===== src/rtl/lcd_temp_pkg.sv =====
// Shared constants and types for the LM35/ADC0804 temperature front end and the LCD controller.
package lcd_temp_pkg;

    localparam int unsigned BCD_DIGITS = 4;
    localparam int unsigned BCD_W      = 4 * BCD_DIGITS;
    localparam int unsigned BIN_W      = 14;
    localparam int unsigned SAT_MAX    = 9999;

    typedef enum logic [2:0] {
        StStart,
        StWaitIntr,
        StRead,
        StScale,
        StConvert,
        StDone,
        StGap
    } adc_state_e;

    // Double-dabble correction: add 3 to every digit that would overflow on the next shift.
    function automatic logic [BCD_W-1:0] bcd_add3(input logic [BCD_W-1:0] v);
        logic [BCD_W-1:0] r;
        r = v;
        for (int i = 0; i < int'(BCD_DIGITS); i++) begin
            if (v[4*i +: 4] >= 4'd5) begin
                r[4*i +: 4] = v[4*i +: 4] + 4'd3;
            end
        end
        return r;
    endfunction

endpackage


===== src/rtl/bin2bcd_seq.sv =====
// Sequential double-dabble: one add-3/shift step per cycle, BIN_W steps after i_start.
module bin2bcd_seq
    import lcd_temp_pkg::*;
(
    input  logic             clk,
    input  logic             rst,
    input  logic             i_start,
    input  logic [BIN_W-1:0] i_bin,
    output logic             o_busy,
    output logic             o_done,
    output logic [BCD_W-1:0] o_bcd
);

    localparam int unsigned CNT_W = $clog2(BIN_W);

    logic [BIN_W-1:0]       r_bin;
    logic [BCD_W-1:0]       r_bcd;
    logic [CNT_W-1:0]       r_cnt;
    logic                   r_busy;
    logic [BCD_W-1:0]       w_adj;
    logic [BCD_W+BIN_W-1:0] w_shift;

    always_comb begin
        w_adj   = bcd_add3(r_bcd);
        w_shift = {w_adj, r_bin} << 1;
    end

    always_ff @(posedge clk or posedge rst) begin
        if (rst) begin
            r_bin  <= '0;
            r_bcd  <= '0;
            r_cnt  <= '0;
            r_busy <= 1'b0;
        end else if (i_start) begin
            r_bin  <= i_bin;
            r_bcd  <= '0;
            r_cnt  <= '0;
            r_busy <= 1'b1;
        end else if (r_busy) begin
            r_bin <= w_shift[BIN_W-1:0];
            r_bcd <= w_shift[BCD_W+BIN_W-1:BIN_W];
            if (r_cnt == CNT_W'(BIN_W - 1)) begin
                r_busy <= 1'b0;
            end else begin
                r_cnt <= r_cnt + CNT_W'(1);
            end
        end
    end

    // o_bcd is the post-shift value, so it holds the final result in the o_done cycle.
    assign o_busy = r_busy;
    assign o_done = r_busy && (r_cnt == CNT_W'(BIN_W - 1));
    assign o_bcd  = w_shift[BCD_W+BIN_W-1:BIN_W];

endmodule


===== src/rtl/adc0804_temp_bcd.sv =====
// Free-running ADC0804 sampler: scales LM35 readings to centi-degrees C and emits packed BCD XX.XX.
module adc0804_temp_bcd
    import lcd_temp_pkg::*;
#(
    parameter int unsigned WR_CYCLES      = 4,
    parameter int unsigned RD_CYCLES      = 4,
    parameter int unsigned TIMEOUT_CYCLES = 50000,
    parameter int unsigned GAP_CYCLES     = 100000,
    parameter int unsigned CENTI_PER_LSB  = 100
) (
    input  logic             clk,
    input  logic             rst,
    input  logic [7:0]       adc_data,
    input  logic             adc_intr_n,
    output logic             adc_cs_n,
    output logic             adc_wr_n,
    output logic             adc_rd_n,
    output logic [BCD_W-1:0] bcd,
    output logic             bcd_valid,
    output logic             timeout_err
);

    localparam int unsigned MAX_A   = (WR_CYCLES > RD_CYCLES) ? WR_CYCLES : RD_CYCLES;
    localparam int unsigned MAX_B   = (TIMEOUT_CYCLES > GAP_CYCLES) ? TIMEOUT_CYCLES : GAP_CYCLES;
    localparam int unsigned CNT_MAX = (MAX_A > MAX_B) ? MAX_A : MAX_B;
    localparam int unsigned CNT_W   = $clog2(CNT_MAX + 1);

    adc_state_e       r_state, w_state_d;
    logic [CNT_W-1:0] r_cnt, w_cnt_d;
    logic             r_intr_meta, r_intr_sync;
    logic [7:0]       r_data;
    logic             r_adc_cs_n, r_adc_wr_n, r_adc_rd_n;
    logic             w_cs_n_d, w_wr_n_d, w_rd_n_d;
    logic [BCD_W-1:0] r_bcd;
    logic             r_bcd_valid, r_timeout_err;
    logic             w_timeout;
    logic [14:0]      w_prod;
    logic [BIN_W-1:0] w_bin;
    logic             w_conv_start, w_conv_busy, w_conv_done;
    logic [BCD_W-1:0] w_conv_bcd;

    always_comb begin
        w_prod = 15'(r_data) * 15'(CENTI_PER_LSB);
        w_bin  = (w_prod > 15'(SAT_MAX)) ? BIN_W'(SAT_MAX) : w_prod[BIN_W-1:0];
    end

    assign w_conv_start = (r_state == StScale) && !w_conv_busy;

    bin2bcd_seq u_bin2bcd (
        .clk     (clk),
        .rst     (rst),
        .i_start (w_conv_start),
        .i_bin   (w_bin),
        .o_busy  (w_conv_busy),
        .o_done  (w_conv_done),
        .o_bcd   (w_conv_bcd)
    );

    always_comb begin
        w_state_d = r_state;
        w_cnt_d   = r_cnt + CNT_W'(1);
        w_timeout = 1'b0;
        unique case (r_state)
            StStart: begin
                // wr_n still high means the strobe starts on this edge (first cycle after reset)
                if (r_adc_wr_n) begin
                    w_cnt_d = '0;
                end else if (r_cnt == CNT_W'(WR_CYCLES - 1)) begin
                    w_state_d = StWaitIntr;
                    w_cnt_d   = '0;
                end
            end
            StWaitIntr: begin
                if (!r_intr_sync) begin
                    w_state_d = StRead;
                    w_cnt_d   = '0;
                end else if (r_cnt == CNT_W'(TIMEOUT_CYCLES - 1)) begin
                    w_state_d = StGap;
                    w_cnt_d   = '0;
                    w_timeout = 1'b1;
                end
            end
            StRead: begin
                if (r_cnt == CNT_W'(RD_CYCLES - 1)) begin
                    w_state_d = StScale;
                    w_cnt_d   = '0;
                end
            end
            StScale: begin
                w_state_d = StConvert;
                w_cnt_d   = '0;
            end
            StConvert: begin
                w_cnt_d = '0;
                if (w_conv_done) w_state_d = StDone;
            end
            StDone: begin
                w_state_d = StGap;
                w_cnt_d   = '0;
            end
            StGap: begin
                if (r_cnt == CNT_W'(GAP_CYCLES - 1)) begin
                    w_state_d = StStart;
                    w_cnt_d   = '0;
                end
            end
            default: begin
                w_state_d = StStart;
                w_cnt_d   = '0;
            end
        endcase
    end

    // Strobes are decoded from the next state and registered, so they track r_state exactly.
    always_comb begin
        w_cs_n_d = 1'b1;
        w_wr_n_d = 1'b1;
        w_rd_n_d = 1'b1;
        case (w_state_d)
            StStart: begin
                w_cs_n_d = 1'b0;
                w_wr_n_d = 1'b0;
            end
            StWaitIntr: w_cs_n_d = 1'b0;
            StRead: begin
                w_cs_n_d = 1'b0;
                w_rd_n_d = 1'b0;
            end
            default: ;
        endcase
    end

    always_ff @(posedge clk or posedge rst) begin
        if (rst) begin
            r_state       <= StStart;
            r_cnt         <= '0;
            r_intr_meta   <= 1'b1;
            r_intr_sync   <= 1'b1;
            r_data        <= '0;
            r_adc_cs_n    <= 1'b1;
            r_adc_wr_n    <= 1'b1;
            r_adc_rd_n    <= 1'b1;
            r_bcd         <= '0;
            r_bcd_valid   <= 1'b0;
            r_timeout_err <= 1'b0;
        end else begin
            r_state     <= w_state_d;
            r_cnt       <= w_cnt_d;
            r_intr_meta <= adc_intr_n;
            r_intr_sync <= r_intr_meta;
            r_adc_cs_n  <= w_cs_n_d;
            r_adc_wr_n  <= w_wr_n_d;
            r_adc_rd_n  <= w_rd_n_d;
            r_bcd_valid <= (w_state_d == StDone);
            if (r_state == StRead && w_state_d == StScale) r_data <= adc_data;
            if (w_state_d == StDone) r_bcd <= w_conv_bcd;
            if (w_timeout) begin
                r_timeout_err <= 1'b1;
            end else if (w_state_d == StDone) begin
                r_timeout_err <= 1'b0;
            end
        end
    end

    assign adc_cs_n    = r_adc_cs_n;
    assign adc_wr_n    = r_adc_wr_n;
    assign adc_rd_n    = r_adc_rd_n;
    assign bcd         = r_bcd;
    assign bcd_valid   = r_bcd_valid;
    assign timeout_err = r_timeout_err;

endmodule


===== config.mk =====
export PLATFORM = sky130hd
export DESIGN_NAME = adc0804_temp_bcd
export DESIGN_NICKNAME = d
export VERILOG_FILES = /design/src/rtl/lcd_temp_pkg.sv /design/src/rtl/bin2bcd_seq.sv /design/src/rtl/adc0804_temp_bcd.sv
export SDC_FILE = /design/constraint.sdc
export NUM_CORES = 1
export LEC_CHECK = 0
export BUFFER_PORTS_ARGS = -buffer_cell sky130_fd_sc_hd__clkbuf_2
export CAP_MARGIN = 5
export CORE_ASPECT_RATIO = 2
export CORE_MARGIN = 1.5
export CORE_UTILIZATION = 40
export DETAILED_ROUTE_END_ITERATION = 10
export HOLD_SLACK_MARGIN = 0.15
export PLACE_DENSITY = 0.62
export SETUP_SLACK_MARGIN = 0.1
export SYNTH_ARGS = -nofsm -noshare
export SYNTH_HDL_FRONTEND = slang
export SYNTH_SLANG_ARGS = --single-unit

===== constraint.sdc =====
create_clock -name clk -period 4.6 [get_ports clk]
set_input_delay 1.15 -clock clk [delete_from_list [all_inputs] [get_ports clk]]
set_output_delay 1.15 -clock clk [all_outputs]
set_load 0.01 [all_outputs]

=== Yosys cells after proc, flatten, opt, wreduce, memory -nomap -nowiden ===
Cells that the tools add are included.

* Flip-flop bits (word level): 86
* Input port bits: 11
* Output and inout port bits: 21
* Word-level logic and storage cells: 89

* $add $sub $neg: 6
* $mul: 1
* $lt $le $gt $ge: 5
* Equality and inequality tests: 15
* Multiplexer cells: 37
* Reductions and logical operators: 10

{| class="wikitable"
|+ Operators by type and width
! kind !! number
|-
| $mux W17 || 5
|-
| $pmux W17 S4 || 1
|-
| $mux W14 || 3
|-
| $mux W16 || 2
|-
| $mux W3 || 8
|-
| $mux W4 || 6
|-
| $pmux W3 S7 || 1
|-
| $add A17 B1 Y17 const B || 1
|-
| $eq A17 B16 Y1 const B || 1
|-
| $eq A17 B17 Y1 const B || 1
|-
| $eq A17 B2 Y1 const B || 1
|-
| $ge A4 B3 Y1 const B || 4
|-
| $gt A15 B14 Y1 const B || 1
|-
| $mul A8 B5 Y13 const B || 1
|-
| $add A4 B2 Y4 const B || 3
|-
| $eq A3 B2 Y1 const B || 4
|-
| $eq A3 B3 Y1 const B || 4
|-
| $mux W1 || 11
|-
| $eq A3 B1 Y1 const B || 2
|-
| $logic_not A3 Y1 || 2
|-
| $add A4 B1 Y4 const B || 1
|-
| $eq A4 B4 Y1 const B || 1
|-
| $reduce_bool A2 Y1 || 2
|-
| $add A3 B2 Y3 const B || 1
|-
| other kinds (5) || 7
|}

=== Longest topological paths before layout ===
Gate-level depths: netlist (run 1).

* Word-level depth: 7
* Depth in mapped cells: 14
* Depth with buffers taken out: 12

=== Cells and area by module ===
A second synthesis (run 1) with hierarchy kept.

* Cells, all modules: 508
* Area total of the unflattened synthesis: 5167.5 um^2

{| class="wikitable"
|+ By module, submodules not included
! module !! times used !! cells each !! area each (um^2) !! seq. area each (um^2)
|-
| adc0804_temp_bcd || 1 || 287 || 3076.7 || 1282.5
|-
| bin2bcd_seq || 1 || 221 || 2090.8 || 875.8
|}

=== Worst setup path after synthesis (run 1) ===
No wires, ideal clock.

* Kind: reg2reg
* Start: reg r_data[3]
* End: reg u_bin2bcd.r_bin[5]
* Setup time: 0.095 ns
* Arrival time: 3.309 ns
* Data required time: 4.505 ns
* Setup slack: 1.196 ns
* Cell stages (with the launch flop): 14
* Buffers on the path: 1
* Clock period less this slack: 3.404 ns
* Path through: dfrtp_1 ha_1 ha_1 inv_1 fa_1 inv_1 ha_1 o21ai_0 o31ai_1 a311o_1 nand2_1 or3_1 clkbuf_1 o31ai_1

* Word-level cells in the longest chain between the ends: 4

{| class="wikitable"
|+ RTL lines
! what !! RTL line !! text
|-
| start, declared || adc0804_temp_bcd.sv:31 || <nowiki>logic [7:0] r_data;</nowiki>
|-
| start signal, assigned || adc0804_temp_bcd.sv:155 || <nowiki>if (r_state == StRead && w_state_d == StScale) r_data <= adc_data;</nowiki>
|-
| $mul A8 B5 Y13 (*) || adc0804_temp_bcd.sv:43 || <nowiki>w_prod = 15'(r_data) * 15'(CENTI_PER_LSB);</nowiki>
|-
| $gt A15 B14 Y1 || adc0804_temp_bcd.sv:44 || <nowiki>w_bin = (w_prod > 15'(SAT_MAX)) ? BIN_W'(SAT_MAX) : w_prod[BIN_W-1:0];</nowiki>
|-
| $mux W14 (*) || adc0804_temp_bcd.sv:44 ||
|-
| $mux W14 (*) || bin2bcd_seq.sv:34 || <nowiki>end else if (i_start) begin</nowiki>
|-
| end signal, assigned || bin2bcd_seq.sv:35 || <nowiki>r_bin <= i_bin;</nowiki>
|-
| end signal, assigned || bin2bcd_seq.sv:40 || <nowiki>r_bin <= w_shift[BIN_W-1:0];</nowiki>
|-
| end, declared || bin2bcd_seq.sv:16 || <nowiki>logic [BIN_W-1:0] r_bin;</nowiki>
|}

Mark *: on every way between the ends. The rest lies on a longest branch, timed or not.
A chain may end at the register's enable or synchronous reset.

=== Worst setup path in the final report (run 1) ===
* Start: reg r_data[2]
* End: reg u_bin2bcd.r_bin[5]

Same word-level chain as after synthesis.

==> impl_results.md, run 1 <==
- Status: complete, no violations
- Data required time at the worst endpoint: 4.84 ns
- Source-to-sink clock delay at the later pin of the worst-skew pair: 0.34 ns
- CTS buffer count: 9
- Yosys warns: 0
- Actual transition at the worst max-transition pin: 0.813 ns
- Count of instances resized after the clock tree is built: 0
- Vias in the first global route: 3808
- End of the worst register-to-register path: u_bin2bcd.r_bin[5]
- HPWL after DPL: 7700 um
- Number of max-slew violations in the final report: 0
- Final min period: 3.79 ns
- Die ar.: 12800 um^2
- GRT Overall Usage: 0.175
- Io pins: 32
- Global-route wire length before repair: 17300 um
- Most common library cell in the layout ignoring fill and taps: dfrtp_1
- Worst Setup Path Type: reg -> reg
- Post-synthesis sequential area ratio: 0.447
- Hold-critical path endpoint: r_intr_sync
- Data arrival time at the worst-slack endpoint: 4.03 ns
- Total detailed-routing wirelength: 10200 um
- CTS tree: built
- CTS sink cnt: 86
- Synth Cell Area: 4830 um^2
- Clock input transition at the sequential cells of the worst setup and hold paths: 0.06 ns
- Syn nets: 551
- Source of the worst register-to-register timing path: r_data[2]
- Hold Violations, Final: 0
- Cell at the root of the clock tree: clkbuf_16
- Count of cells along the worst register-to-register path: 10
- Worst slew slack as a fraction of its limit: 0.458
- Maximum achievable frequency: 264 MHz
- WL per Instance: 15.2 um
- Commonest non-fill, non-tap cells in the layout: 81 x dfrtp_1, 69 x nand2_1, 40 x ha_1
- Period utilization: 0.823
- Layout cells sized above 1: 0.142
- Total iterations of the first detailed-routing run: 4
- Synth Register Bits: 86
- Smallest hold slack: 0.360 ns
- Starting density of the core: 0.410
- Total gr overflow: 0
- Worst hold path cell count: 0
- Vias per cell: 5.46
- Placeable Area: 11800 um^2
- Max H-tree Level: 3
- Count of mapped cells out of synthesis: 497
- Setup slack on the worst flop-to-flop path: 0.81 ns
- Number of distinct standard cells referenced by the synthesized netlist: 51
- Count of nets after finishing: 578
- Diodes inserted: 0
- Post-synth EDFFs: 0
- Largest stage delay on the critical path: 0.49 ns
- CP cell instances: ha_1 > ha_1 > fa_1 > ha_1 > a211oi_1 > o31ai_1 > a311o_1 > nand2_1 > or3_1 > o31ai_1
- CP Launch Type: flop
- Primary FF master, synth: dfrtp_1
- Vertical die dimension: 158 um
- Worst hold start: r_intr_meta
- Share of flip-flops with an asynchronous set or reset after synthesis: 1.00
- CTS hold repair buffers: 0
- Cell with the biggest individual delay on the critical path: o31ai_1
- Maximum number of pins on one net before global-route repair: 42
- Library cell appearing most often on the critical path: ha_1
- Maximum clock insertion buffer count: 2
- Syn avg cell area: 9.72 um^2
- Overall via count from detail_route: 3677
- Worst min-delay path class: reg -> reg
- Initial antenna violation count: 0
- Unrepaired setup endpoints after global routing: no
- Port Buffer Count: 31
- Accumulated negative setup slack: 0 ns
- Count of endpoints failing setup in the final report: 0
- Width of the die: 80.7 um
- Drt initial violations: 204
- Max-cap violation count: 0
- Number of nets still failing antenna checks after routing: 0
- Synthesis-to-finish area growth: 11.5%
- Number of design rule violations left after detail routing: 0
- Worst setup skew after layout: 0.00814 ns
- Nature of the critical path endpoint: flop
- Final weighted congestion in routability-driven placement: 0.798
- Setup bufs post-CTS: 0
- Number of cell rows: 56
- Maximum fanout along the worst path: 9
==> flip-flops by register name (all words and copies together), names as in the netlist, 3 cells and up <==
| name | flops |
|---|---|
| u_bin2bcd.r_bin | 14 |
| bcd | 16 |
| u_bin2bcd.r_cnt | 4 |
| r_state | 3 |
| r_data | 8 |
| r_cnt | 17 |
| u_bin2bcd.r_bcd | 16 |
==> area by class of cell <==
cell class                      count  area (um^2)
Timing Repair Buffer               34          178
Sequential cell                    86         2160
Inverter                           29          110
Clock buffer                       10          229
Multi-Input combinational cell    364         2490
Clock inverter                      6         38.8
Tap cell                          145          181
Fill cell                        1167         6380
==> critical path: cells and delay by family, from the launching register on <==
family / cells / cell delay [ns]
AOI/OAI and AO/OA: 4 / 1.14
adders and majority gates: 4 / 1.48
DFF: 1 / 0.42
and+or+nand+nor: 2 / 0.67
==> cell usage after synthesis (all sizes together) (2+ instances only) <==
cell type,count,area [um^2]
dfrtp,81,2030
nand2,70,270
ha,40,500
nor2,38,143
inv,29,109
o21ai,28,140
a21oi,25,125
xnor2,19,166
clkbuf,17,63.8
nand3,13,65.1
mux2,11,124
o31ai,10,75.1
o22ai,9,56.3
xor2,9,78.8
and3,8,50.1
a22oi,7,52.6
nand2b,7,43.8
nand4,7,43.8
nor3,7,46.3
nor3b,7,52.6
nor2b,6,37.5
dfstp,5,131
or4,5,45.0
nor4b,4,35.0
a21o,3,22.5
fa,3,60.1
mux2i,3,30.0
a211oi,2,15.0
a22o,2,17.5
a311o,2,20.0
and4,2,17.5
or3,2,12.5
==> through the flow <==
stage               worst slack [ns]  area [um^2]  std cells  utilization
global route                   0.607         5390        674        0.458
floorplan                       1.20         4830        497            -
detailed placement             0.813         5120        658        0.435
global placement               0.913         5120        658        0.435
CTS                            0.807         5390        674        0.458
finish                         0.813         5390        674        0.458
==> routing by layer <==
layer  wire length, um  part of all wire  up-vias  track usage
met5                 0                 0        -            0
met1              3770              0.37     1826        0.177
li1                  -                 -     1793            -
met3               250             0.024       12       0.0287
met2              6040              0.59       46        0.344
met4               177             0.017        0       0.0673
==> cell families after synthesis <==
group,Yosys count,synth area share
AO/OA/AOI/OAI,99,0.131
XOR/XNOR,28,0.0508
adder cells (fa/ha/maj),43,0.116
buffers and inverters,47,0.0373
flip-flops,86,0.447
multiplexers,14,0.0319
AND/OR/NAND/NOR,180,0.186
==> worst max path at each step <==
stage | slack [ns] | cells after the start | end | start
CTS | 0.81 | 12 | u_bin2bcd.r_bin[5] | r_data[3]
floorplan | 1.20 | 13 | u_bin2bcd.r_bin[5] | r_data[3]
detailed placement | 0.81 | 12 | u_bin2bcd.r_bin[5] | r_data[3]
global placement | 0.91 | 12 | u_bin2bcd.r_bin[4] | r_data[3]
global route | 0.61 | 12 | u_bin2bcd.r_bin[6] | r_data[3]
finish | 0.81 | 10 | u_bin2bcd.r_bin[5] | r_data[2]
Power of run 1 is left out: the tool's default activity adds up to more than one toggle a clock period on the data nets, which glitch-free logic cannot reach.
==> run 2: changes to the inputs <==
--- a/config.mk
+++ b/config.mk
@@ -5,6 +5,7 @@
 export SDC_FILE = /design/constraint.sdc
 export NUM_CORES = 1
 export LEC_CHECK = 0
+export ABC_AREA = 1
 export BUFFER_PORTS_ARGS = -buffer_cell sky130_fd_sc_hd__clkbuf_2
 export CAP_MARGIN = 5
 export CORE_ASPECT_RATIO = 2
@@ -12,7 +13,7 @@
 export CORE_UTILIZATION = 40
 export DETAILED_ROUTE_END_ITERATION = 10
 export HOLD_SLACK_MARGIN = 0.15
-export PLACE_DENSITY = 0.62
+export PLACE_DENSITY = 0.61
 export SETUP_SLACK_MARGIN = 0.1
 export SYNTH_ARGS = -nofsm -noshare
 export SYNTH_HDL_FRONTEND = slang
==> constraint.sdc (replaced) <==
create_clock -name clk -period 3.53 [get_ports clk]
set_input_delay 0.8825 -clock clk [delete_from_list [all_inputs] [get_ports clk]]
set_output_delay 0.8825 -clock clk [all_outputs]
set_load 0.01 [all_outputs]
==> impl_results.md, run 2 <==
- Status: complete, no violations
- Max H-tree Level: 3 (unchanged)
- Maximum fanout along the worst path: 10 (+1)
- Initial antenna violation count: 0 (unchanged)
- Maximum achievable frequency: 328 MHz (+24%)
- Cell at the root of the clock tree: clkbuf_16
- Synthesis-to-finish area growth: 11.8%
- Finished Cell Area: 5710 um^2 (+6.0%)
- Width of the die: 82.9 um (+2.8%)
- Data required time at the worst endpoint: 3.76 ns (-1.08 ns)
- Clock input transition at the sequential cells of the worst setup and hold paths: 0.07 ns (about the same)
- Count of nets after finishing: 705 (+22%)
- Worst setup skew after layout: 0.00819 ns (+0.0000499 ns)
- Power spent charging and discharging nets: 2.92 mW
- Met1 usage: 0.184 (+0.00668)
- Count of filler cells inserted in the layout: 1235 (+5.8%)
- Starting density of the core: 0.407 (-0.00327)
- Comb power frac: 0.592
- Total gr overflow: 0 (unchanged)
- Footprint of the multi-input gates: 2560 um^2 (+2.7%)
- CTS tree: built
- Total internal power: 3.16 mW
- GRT Overall Usage: 0.172 (-0.00286)
- Count of endpoints failing setup in the final report: 0 (unchanged)
- Number of max-slew violations in the final report: 0 (unchanged)
- Drt initial violations: 254 (+25%)
- Post-synth EDFFs: 0 (unchanged)
- Final weighted congestion in routability-driven placement: 0.912 (+14%)
- Register with the most flip-flops: r_cnt
- Final min period: 3.05 ns (-0.735 ns)
- Setup bufs post-CTS: 0 (unchanged)
- Vias in the first global route: 4160 (+9.2%)
- Setup slack on the worst flop-to-flop path: 0.48 ns (-0.34 ns)
- Source-to-sink clock delay at the later pin of the worst-skew pair: 0.34 ns (about the same)
- Data arrival time at the worst-slack endpoint: 3.28 ns (-0.75 ns)
- WL per Instance: 13.4 um (-12%)
- Commonest non-fill, non-tap cells in the layout: 142 x nand2_1, 81 x dfrtp_1, 73 x inv_1
- Largest register FFs: 17 (unchanged)
- Most common library cell in the layout ignoring fill and taps: nand2_1
- Overall via count from detail_route: 4164 (+13%)
- Non-filler cells in the finished layout: 806 (+20%)
- Period utilization: 0.865 (+0.0414)
- Number of distinct standard cells referenced by the synthesized netlist: 44 (-14%)
- Count of mapped cells out of synthesis: 621 (+25%)
- Maximum number of pins on one net before global-route repair: 49 (+17%)
- Number of design rule violations left after detail routing: 0 (unchanged)
- Synth Register Bits: 86 (unchanged)
- Hold-critical path endpoint: r_intr_sync
- CTS sink cnt: 86 (unchanged)
- Yosys warns: 0 (unchanged)
- Total power divided by cell area: 1060 nW/um^2
- Max-cap violation count: 0 (unchanged)
- Storage cell area: 2160 um^2 (unchanged)
- Largest cells by area after synthesis: dfrtp_1 40%, nand2_1 10%, ha_1 9.8%
- Synth top area share: 0.397 (-0.0230)
- Accumulated negative setup slack: 0 ns (unchanged)
- Worst Setup Path Type: reg -> reg
- Vertical die dimension: 163 um (+2.8%)
- Clk network pwr share: 0.160
- CTS hold repair buffers: 0 (unchanged)
- CTS buffer count: 9 (unchanged)
- Most instantiated library cell after synthesis: nand2_1
- Post-synth top cells: 142 x nand2_1, 81 x dfrtp_1, 74 x inv_1
- Post-synthesis sequential area ratio: 0.422 (-0.0245)
- Overall power: 6.07 mW
- Cell area reported after detailed placement: 5400 um^2 (+5.6%)
- Unrepaired setup endpoints after global routing: no
- Placeable Area: 12600 um^2 (+6.7%)
- End of the worst register-to-register path: u_bin2bcd.r_bin[1]
- Smallest hold slack: 0.356 ns (-0.00398 ns)
- Syn avg cell area: 8.23 um^2 (-15%)
- Most Crowded Layer GR: met2
- Share of flip-flops with an asynchronous set or reset after synthesis: 1.00 (unchanged)
- HPWL after DPL: 8260 um (+7.3%)
- Port Buffer Count: 31 (unchanged)
- CP Launch Type: flop
- Leading area contributor after synthesis: dfrtp_1
- Lkg Pwr: 2.89 nW
- Worst hold path cell count: 0 (unchanged)
- Worst min-delay path class: reg -> reg
- Count of instances resized after the clock tree is built: 0 (unchanged)
- Syn nets: 675 (+23%)
- Die ar.: 13500 um^2 (+5.6%)
- Total iterations of the first detailed-routing run: 6 (+2)
- Actual transition at the worst max-transition pin: 0.839 ns (+0.0266 ns)
- Primary FF master, synth: dfrtp_1
- Global-route wire length before repair: 18900 um (+9.5%)
- Worst IR drop on VDD: 1.11 mV
- # placed instances: 790 (+20%)
- Met3 GRT Util: 0.0279 (-0.000777)
- Number of cell rows: 58 (+3.6%)
- Worst slew slack as a fraction of its limit: 0.440 (-0.0184)
- Layout cells sized above 1: 0.163 (+0.0213)
- Source of the worst register-to-register timing path: r_data[2]
- Worst hold start: r_intr_meta
- Final core area utilization: 0.455 (-0.00264)
- Nature of the critical path endpoint: flop
- Number of nets still failing antenna checks after routing: 0 (unchanged)
- Vias per cell: 5.17 (-5.3%)
- Io pins: 32 (unchanged)
- Synth Cell Area: 5110 um^2 (+5.8%)
- Count of cells along the worst register-to-register path: 15 (+5)
- Fraction of power spent switching nets: 0.480
- Portion of total power attributed to sequential cells: 0.248
- Worst slack after detailed placement: 0.469 ns (-0.345 ns)
- Timing startpoint of the critical path: r_data[2]
- Worst setup margin: 0.478 ns (-0.335 ns)
- Hold Violations, Final: 0 (unchanged)
- Global Route met2 Usage: 0.329 (-0.0152)
- Total detailed-routing wirelength: 10800 um (+5.3%)
- Diodes inserted: 0 (unchanged)
- Maximum clock insertion buffer count: 2 (unchanged)
==> run 2: changes by cell type after synthesis, sizes merged, moves of 8 or more <==
| cell | change |
|---|---|
| nand2 | +81 |
| inv | +54 |
| nand3 | +47 |
| xnor2 | -18 |
| nor2 | +16 |
| clkbuf | -11 |
| mux2 | -11 |
| o31ai | -10 |
| and3 | -8 |
| o21ai | +8 |
==> run 2: metal layers <==
metal | vias to the layer above | part of all wire | wire length [um]
li1 | 2104 | - | -
met1 | 1972 | 0.40 | 4290
met2 | 73 | 0.56 | 6000
met3 | 15 | 0.025 | 265
met4 | 0 | 0.022 | 234
met5 | - | 0 | 0
==> run 2: worst max path at each step <==
stage                               endpoint  slack (ns)  depth (start not counted)
after global routing      u_bin2bcd.r_bin[1]        0.15                         17
after detailed placement  u_bin2bcd.r_bin[1]        0.47                         17
after global placement    u_bin2bcd.r_bin[1]        0.55                         17
after CTS                 u_bin2bcd.r_bin[1]        0.45                         17
after floorplan                       bcd[0]        0.43                          1
final                     u_bin2bcd.r_bin[1]        0.48                         15
==> run 2: cell families (layout without fill, tap and decap cells) <==
family | count (synthesis) | count (layout) | share of synthesized area
flops | 86 | 86 | 0.422
xor+xnor | 8 | 8 | 0.0137
simple gates | 298 | 298 | 0.281
buf+inv | 98 | 133 | 0.0769
fa+ha+maj | 43 | 43 | 0.110
compound gates | 88 | 88 | 0.0967
==> run 2: area by class of cell <==
class                   count  area share
clock buffers              10      0.0418
clock inverters             6      0.0120
inverters                  84      0.0554
multi-input cells         437       0.448
flip-flops and latches     86       0.378
well taps                 150      0.0329
repair buffers             33      0.0320
==> run 2: power groups by stage <==
stage          combinational, mW  sequential (mW)  clock (mW)
2_1_floorplan               2.91             1.45           0
3_3_place_gp                3.55             1.51           0
3_5_place_dp                3.62             1.52           0
4_1_cts                     3.64             1.51       0.998
5_1_grt                     4.14             1.54        1.04
6_report                    3.60             1.50       0.972
==> run 2: worst max-delay path, cell delays in order (launching register included) <==
cell and delay, ns:
dfrtp_1 0.43, ha_1 0.32, ha_1 0.31, fa_1 0.46, ha_1 0.39, nand2_1 0.08
nand2_1 0.11, nand3_1 0.10, nand2_1 0.07, nand2_1 0.04, nand2_1 0.08, nand3_1 0.10
nand2_2 0.16, nand2_1 0.11, nand2_1 0.10, nand3_1 0.07
No activity file was read; power rests on OpenSTA's default activity.
